### src/rtl/mul_seq_controller_pkg.sv
// ----------------------------------------------------------------------------
// mul_seq_controller_pkg
// Shared datapath types used by every controller that drives the common
// ALU / shifter / register-file datapath.
//   alu_ctl_t   : ALU operation select
//   shift_amt_t : barrel-shifter amount
//   reg_sel_t   : register-file select (destination / operand A / operand B)
//   ctrl_t      : the complete control bundle a controller presents each cycle
// ----------------------------------------------------------------------------
package mul_seq_controller_pkg;

    typedef enum logic [3:0] {
        OP_ORR   = 4'd0,
        OP_ADD   = 4'd1,
        OP_SUB   = 4'd2,
        OP_B_PAS = 4'd3,
        OP_AND   = 4'd4,
        OP_EOR   = 4'd5
    } alu_ctl_t;

    typedef logic [2:0] shift_amt_t;
    typedef logic [2:0] reg_sel_t;

    typedef struct packed {
        alu_ctl_t   op;
        shift_amt_t sh;
        reg_sel_t   d;
        reg_sel_t   n;
        reg_sel_t   m;
        logic       dw;
    } ctrl_t;

endpackage

### src/rtl/mul_seq_controller.sv
// ----------------------------------------------------------------------------
// mul_seq_controller
// Sequences the shared datapath to compute R[RP] = R[RA] * R[RB] (unsigned),
// MSB-first shift-and-add over WIDTH iterations. R[RA] is preserved, R[RB]
// is shifted out to zero. A sticky ovf flag records any carry out of a
// doubling or an add.
// Ports:
//   clk, reset_n      : clock, asynchronous active-low reset
//   start             : level request, accepted in S_IDLE only
//   busy, done        : handshake status
//   ovf               : sticky overflow (product wider than WIDTH bits)
//   op, sh, d, n, m   : datapath control bundle
//   dw                : register-file write enable
//   cn, cz, cc, cv    : ALU flags of the current cycle (only cc is used)
// ----------------------------------------------------------------------------
module mul_seq_controller
    import mul_seq_controller_pkg::*;
#(
    parameter int WIDTH = 8,
    parameter int RA    = 0,
    parameter int RB    = 1,
    parameter int RP    = 2
) (
    input  logic       clk,
    input  logic       reset_n,
    input  logic       start,
    output logic       busy,
    output logic       done,
    output logic       ovf,
    output alu_ctl_t   op,
    output shift_amt_t sh,
    output reg_sel_t   d,
    output reg_sel_t   n,
    output reg_sel_t   m,
    output logic       dw,
    input  logic       cn,
    input  logic       cz,
    input  logic       cc,
    input  logic       cv
);

    localparam int CW = $clog2(WIDTH + 1);

    localparam reg_sel_t SEL_RA = reg_sel_t'(RA);
    localparam reg_sel_t SEL_RB = reg_sel_t'(RB);
    localparam reg_sel_t SEL_RP = reg_sel_t'(RP);
    localparam reg_sel_t SEL_R0 = reg_sel_t'(0);

    localparam logic [2:0] S_IDLE = 3'd0;
    localparam logic [2:0] S_CLR  = 3'd1;
    localparam logic [2:0] S_DBL  = 3'd2;
    localparam logic [2:0] S_SHM  = 3'd3;
    localparam logic [2:0] S_ADD  = 3'd4;
    localparam logic [2:0] S_DONE = 3'd5;

    logic [2:0]    r_state;
    logic [2:0]    w_next;
    logic [CW-1:0] r_cnt;
    logic [CW-1:0] w_cntDec;
    logic          r_bit;
    logic          r_ovf;
    ctrl_t         w_ctrl;

    // Only the carry matters for an unsigned product; the other flags and the
    // captured multiplier bit are kept for interface parity with peer blocks.
    logic w_unused;
    assign w_unused = ^{cn, cz, cv, r_bit};

    // Packs one control bundle, mirroring the helper used by peer controllers.
    function automatic ctrl_t ctrl(input alu_ctl_t   f_op,
                                   input shift_amt_t f_sh,
                                   input reg_sel_t   f_d,
                                   input reg_sel_t   f_n,
                                   input reg_sel_t   f_m,
                                   input logic       f_dw);
        ctrl_t c;
        c.op = f_op;
        c.sh = f_sh;
        c.d  = f_d;
        c.n  = f_n;
        c.m  = f_m;
        c.dw = f_dw;
        return c;
    endfunction

    assign w_cntDec = r_cnt - CW'(1);

    // Next-state selection. After the multiplier shift, a set bit inserts an
    // add; the decremented counter is the only terminal test.
    always_comb begin
        w_next = S_IDLE;
        case (r_state)
            S_IDLE: w_next = start ? S_CLR : S_IDLE;
            S_CLR:  w_next = S_DBL;
            S_DBL:  w_next = S_SHM;
            S_SHM: begin
                if (cc)
                    w_next = S_ADD;
                else if (w_cntDec != '0)
                    w_next = S_DBL;
                else
                    w_next = S_DONE;
            end
            S_ADD:  w_next = (r_cnt != '0) ? S_DBL : S_DONE;
            S_DONE: w_next = start ? S_DONE : S_IDLE;
            default: w_next = S_IDLE;
        endcase
    end

    // State, iteration counter, captured bit and sticky overflow. The carry
    // sampled in S_DBL and S_ADD is the carry out of that cycle's ALU add on
    // the product register, so OR-ing it in catches every lost bit.
    always_ff @(posedge clk or negedge reset_n) begin
        if (!reset_n) begin
            r_state <= S_IDLE;
            r_cnt   <= '0;
            r_bit   <= 1'b0;
            r_ovf   <= 1'b0;
        end else begin
            r_state <= w_next;
            case (r_state)
                S_IDLE: begin
                    if (start) begin
                        r_ovf <= 1'b0;
                        r_cnt <= CW'(WIDTH);
                    end
                end
                S_DBL: r_ovf <= r_ovf | cc;
                S_SHM: begin
                    r_bit <= cc;
                    r_cnt <= w_cntDec;
                end
                S_ADD: r_ovf <= r_ovf | cc;
                default: ;
            endcase
        end
    end

    // Control bundle is a pure decode of the state register; ALU flags never
    // reach the outputs combinationally.
    always_comb begin
        w_ctrl = ctrl(OP_ORR, '0, SEL_R0, SEL_R0, SEL_R0, 1'b0);
        case (r_state)
            S_CLR:  w_ctrl = ctrl(OP_SUB,   '0, SEL_RP, SEL_RP, SEL_RP, 1'b1);
            S_DBL:  w_ctrl = ctrl(OP_ADD,   '0, SEL_RP, SEL_RP, SEL_RP, 1'b1);
            S_SHM:  w_ctrl = ctrl(OP_ADD,   '0, SEL_RB, SEL_RB, SEL_RB, 1'b1);
            S_ADD:  w_ctrl = ctrl(OP_ADD,   '0, SEL_RP, SEL_RP, SEL_RA, 1'b1);
            S_DONE: w_ctrl = ctrl(OP_B_PAS, '0, SEL_R0, SEL_R0, SEL_RP, 1'b0);
            default: ;
        endcase
    end

    assign op   = w_ctrl.op;
    assign sh   = w_ctrl.sh;
    assign d    = w_ctrl.d;
    assign n    = w_ctrl.n;
    assign m    = w_ctrl.m;
    assign dw   = w_ctrl.dw;
    assign busy = (r_state == S_CLR) || (r_state == S_DBL) ||
                  (r_state == S_SHM) || (r_state == S_ADD);
    assign done = (r_state == S_DONE);
    assign ovf  = r_ovf;

endmodule

### config.mk
export PLATFORM = sky130hd
export DESIGN_NAME = mul_seq_controller
export DESIGN_NICKNAME = d
export VERILOG_FILES = /design/src/rtl/mul_seq_controller_pkg.sv /design/src/rtl/mul_seq_controller.sv
export SDC_FILE = /design/constraint.sdc
export NUM_CORES = 1
export LEC_CHECK = 0
export ABC_AREA = 1
export BUFFER_PORTS_ARGS = -buffer_cell sky130_fd_sc_hd__buf_2
export CAP_MARGIN = 10
export CORE_MARGIN = 2
export CORE_UTILIZATION = 40
export CTS_CLUSTER_DIAMETER = 150
export DETAILED_ROUTE_END_ITERATION = 16
export PLACE_DENSITY = 0.72
export SETUP_SLACK_MARGIN = 0.1
export SLEW_MARGIN = 20
export SYNTH_ARGS = -nofsm -noshare
export SYNTH_HDL_FRONTEND = slang
export SYNTH_SLANG_ARGS = --single-unit
### constraint.sdc
create_clock -name clk -period 1.24 [get_ports clk]
set_input_delay 0.31 -clock clk [delete_from_list [all_inputs] [get_ports clk]]
set_output_delay 0.31 -clock clk [all_outputs]
set_load 0.05 [all_outputs]
# Yosys cells after proc, flatten, opt, wreduce, memory -nomap -nowiden
# Index checks and enable logic that the tools add are counted.
# op_classes
add_sub_neg	1
n_eq_ne	6
muxes	11
bitwise	1
n_reduce_logical	11
# op_table
operator	n
$pmux 15 s5	1
$pmux 3 s6	1
$mux 3	4
$pmux 4 s2	1
$reduce_bool 4->1	2
$eq 3x2->1 const B	2
$eq 3x3->1 const B	2
$mux 4	1
$reduce_and 2->1	2
$reduce_bool 2->1	2
$sub 4x1->4 const B	1
$eq 3x1->1 const B	1
$logic_not 3->1	1
$logic_or 1x1->1	3
$mux 1	2
$ne 2x2->1 const B	1
$pmux 1 s2	1
$reduce_or 2->1	1
$or 1x1->1	1
# totals
register_bits	8
input_bits	7
output_inout_bits	20
word_cells	33

# Logic depth before layout (Yosys ltp)
# depth
ltp_word	5
depth_mapped	10
mapped_depth_nobuf	10

# Worst setup path after synthesis
# Ideal clock, no wire load.
# synth_path
path_type	register -> output
from	register r_state[1]
to	output n[1]
t_arrival_ns	2.109
t_required_ns	0.930
slack_ns	-1.179
stages_incl_launch_ff	5
n_path_buf	1
path_cell_list	dfrtp_1 > nor2_1 > nand2_1 > nand2_1 > buf_4
# synth_via
elab_chain_len	2
elab_cells_between_ends	6
classes_between	eq/ne (5); mux (1)
# synth_rtl
item	line_no	text
start: declaration	mul_seq_controller.sv:56	logic [2:0] r_state;
start signal: assignment	mul_seq_controller.sv:120	r_state <= w_next;
$eq 3x3->1, or another cell as far along	mul_seq_controller.sv:143	case (r_state)
$pmux 15 s5 (*)	mul_seq_controller.sv:143	
end: declaration	mul_seq_controller.sv:33	output reg_sel_t n,
# Every way passes the cells marked *; elsewhere a longest branch is shown, timed or not.

# Final worst setup path
# layout_path
from	register r_state[2]
to	output dw
# layout_via
elab_chain_len	2
elab_cells_between_ends	6
classes_between	eq/ne (5); mux (1)
# layout_rtl
item	line_no	text
$eq 3x3->1, or another cell as far along	mul_seq_controller.sv:143	
$pmux 15 s5 (*)	mul_seq_controller.sv:143	
end: declaration	mul_seq_controller.sv:35	output logic dw,
# Marks and branches as above.

==> impl_metrics.py <==
metrics = {
    "run_status": {
        "status": "finished with violations",
        "violations": "negative setup slack",
    },
    "layout": {
        "fillerInstances": 93,
        "final_cells": 132,
        "mostFrequentLayoutCells": "13 x nand2_1, 12 x buf_4, 11 x buf_8, 8 x conb_1, 7 x inv_2",
        "nNetsFinal": 127,
        "drive_above_1_share_pct": 63.8,
        "area_growth_pct": 80.6,
        "antenna_cells": 0,
        "layout_commonest_cell": "nand2_1",
    },
    "synth": {
        "synth_top_cells_by_area": "dfrtp_1 33%, buf_4 13%, nand2_1 13%",
        "seq_area_frac_synth_pct": 32.7,
        "syn_area_sq_um": 612,
        "avgSynthCellArea_sq_um": 7.20,
        "ys_warn_count": 0,
        "yosys.area.top_type": "dfrtp_1",
        "syn_inst": 85,
        "yosysTopAreaCellShare_pct": 32.7,
        "synth_cell_types": 18,
        "synth-seq-cells": 8,
    },
    "setup_path": {
        "worst_setup_path_start_kind": "flop",
        "reg2reg_setup_slack_ps": -130,
        "cp_max_fo": 5,
        "critPathSlowestCell": "dfrtp_2",
        "cp_slowest_stage_delay_ps": 450,
        "cp.required_ps": 930,
        "path_class": "flop to primary output",
        "worstPathArrival_ps": 1310,
        "crit_chain": "inv_2 > nand3_2 > nand2_2 > inv_6 > nand3_4 > buf_8",
        "cp-end-kind": "primary output",
        "reg2regPathDepth": 6,
    },
    "global_route": {
        "grt_first_pass_wirelength_mm": 2.46,
        "grt_pass1_vias": 584,
        "grt_max_degree": 9,
        "antenna_found_initial": 0,
        "grt-ovfl-total": 0,
        "grtUsageTotal_pct": 18.4,
    },
    "detailed_routing": {
        "drc": 0,
        "vias": 633,
        "firstDrtPassIters": 2,
        "viasPerCell": 4.80,
        "drtIter0Drc": 6,
        "wl_mm": 1.71,
        "antenna_left": 0,
        "wl_per_cell_microns": 13.0,
    },
    "floorplanning": {
        "core_area_sq_um": 1470,
        "die_h_microns": 43.1,
        "die_width_microns": 43.1,
        "rows": 14,
        "io_pins": 27,
        "die_area_sq_um": 1860,
        "start_util_pct": 41.6,
    },
    "clock_tree": {
        "cts_tree": "yes",
        "cts_root_buf": "clkbuf_4",
        "clk_latency_ps": 250,
        "cts_num_sinks": 8,
        "cts_buffers": 3,
        "cts.path.max_buffers": 2,
        "path_clk_slew_ps": 60,
        "htree_levels": 1,
    },
    "place": {
        "portBuffers": 15,
        "place_congestion": 0.846,
        "dp_hpwl_mm": 1.07,
        "place_inst": 122,
        "pre_cts_ws_ps": -256,
    },
    "sta": {
        "rsz0062_at_grt": "yes",
        "worst_clock_skew_ps": 1.93,
        "finalSetupViolations": 16,
        "hold_ws_ps": 360,
        "finalHoldViolCount": 0,
        "fin_crit_sh_pct": 131,
        "fin_crit_ps": 1620,
        "fmax_mhz": 616,
        "slew_violations": 0,
        "setup_slack_ps": -384,
    },
    "hold_path": {
        "hp-class": "input port to flop",
        "whs_path_depth": 4,
    },
    "flow_run": {
        "drv_cap": 0,
    },
}
flip-flops by register name, summed over array words and instances, names as in the netlist:
name,count
r_cnt,4
r_state,3
ovf,1
area by class of cell:
class                           count  area [sq um]  share of cell area, %
Clock buffer                        3          22.5                   2.04
Tap cell                           16          20.0                   1.81
Sequential cell                     8           203                   18.3
Timing Repair Buffer               32           337                   30.5
Inverter                           15          70.1                   6.34
Multi-Input combinational cell     58           453                   41.0
synthesized netlist by cell type:
library cell	instances
dfrtp_1	8
o21ai_0	4
nand3_1	8
conb_1	1
o21ai_2	1
nor2_1	6
ha_1	2
nand2_1	22
inv_2	4
buf_4	11
inv_4	1
o22ai_2	1
inv_1	10
nand4_1	2
nor3_1	1
nand2_4	1
nor3_4	1
nand3_2	1
worst paths after layout:
kind / start / end
min in group asynchronous: reset_n / ovf
max: r_state[2] / dw
max in group asynchronous: reset_n / r_state[1]
min reg2reg: ovf / ovf
max reg2reg: r_state[2] / r_cnt[1]
min: cc / r_state[1]
metrics by stage:
step                      util (%)  TNS [ps]  instance area, sq um
after global routing          75.1     -5120                  1100
after floorplan                  -     -5850                   731
after detailed placement      55.6     -2420                   818
final                         75.1     -4480                  1100
after global placement        55.6     -2090                   818
after CTS                     70.2     -3790                  1030
critical path: cells and delay by family (launching register included):
family / cells / cell delay (ps)
and+or+nand+nor: 3 / 300
buffers and inverters: 3 / 310
DFF: 1 / 450
timing repair:
item,CTS,global route
hold endpoints to repair,8,0
gates cloned,0,0
hold buffers,1,0
resized for setup,48,20
setup endpoints to repair,20,19
pin swaps,13,10
buffers inserted,6,2
cell families after synthesis:
group                      synth area share [%]
other                                     0.613
and+or+nand+nor                            32.7
buffers and inverters                      23.1
DFF                                        32.7
AOI/OAI and AO/OA                          6.75
adders and majority gates                  4.09
layer usage:
layer | part of all wire [%] | GRT usage (%) | vias to the layer above
met5 | 0 | 0 | -
met4 | 3.0 | 9.09 | 0
met3 | 3.0 | 4.68 | 6
met2 | 57 | 36.4 | 17
met1 | 37 | 16.5 | 294
li1 | - | - | 316
Power is left out: the tool's default activity adds up to more than one toggle a clock period on the data nets, which glitch-free logic cannot reach.
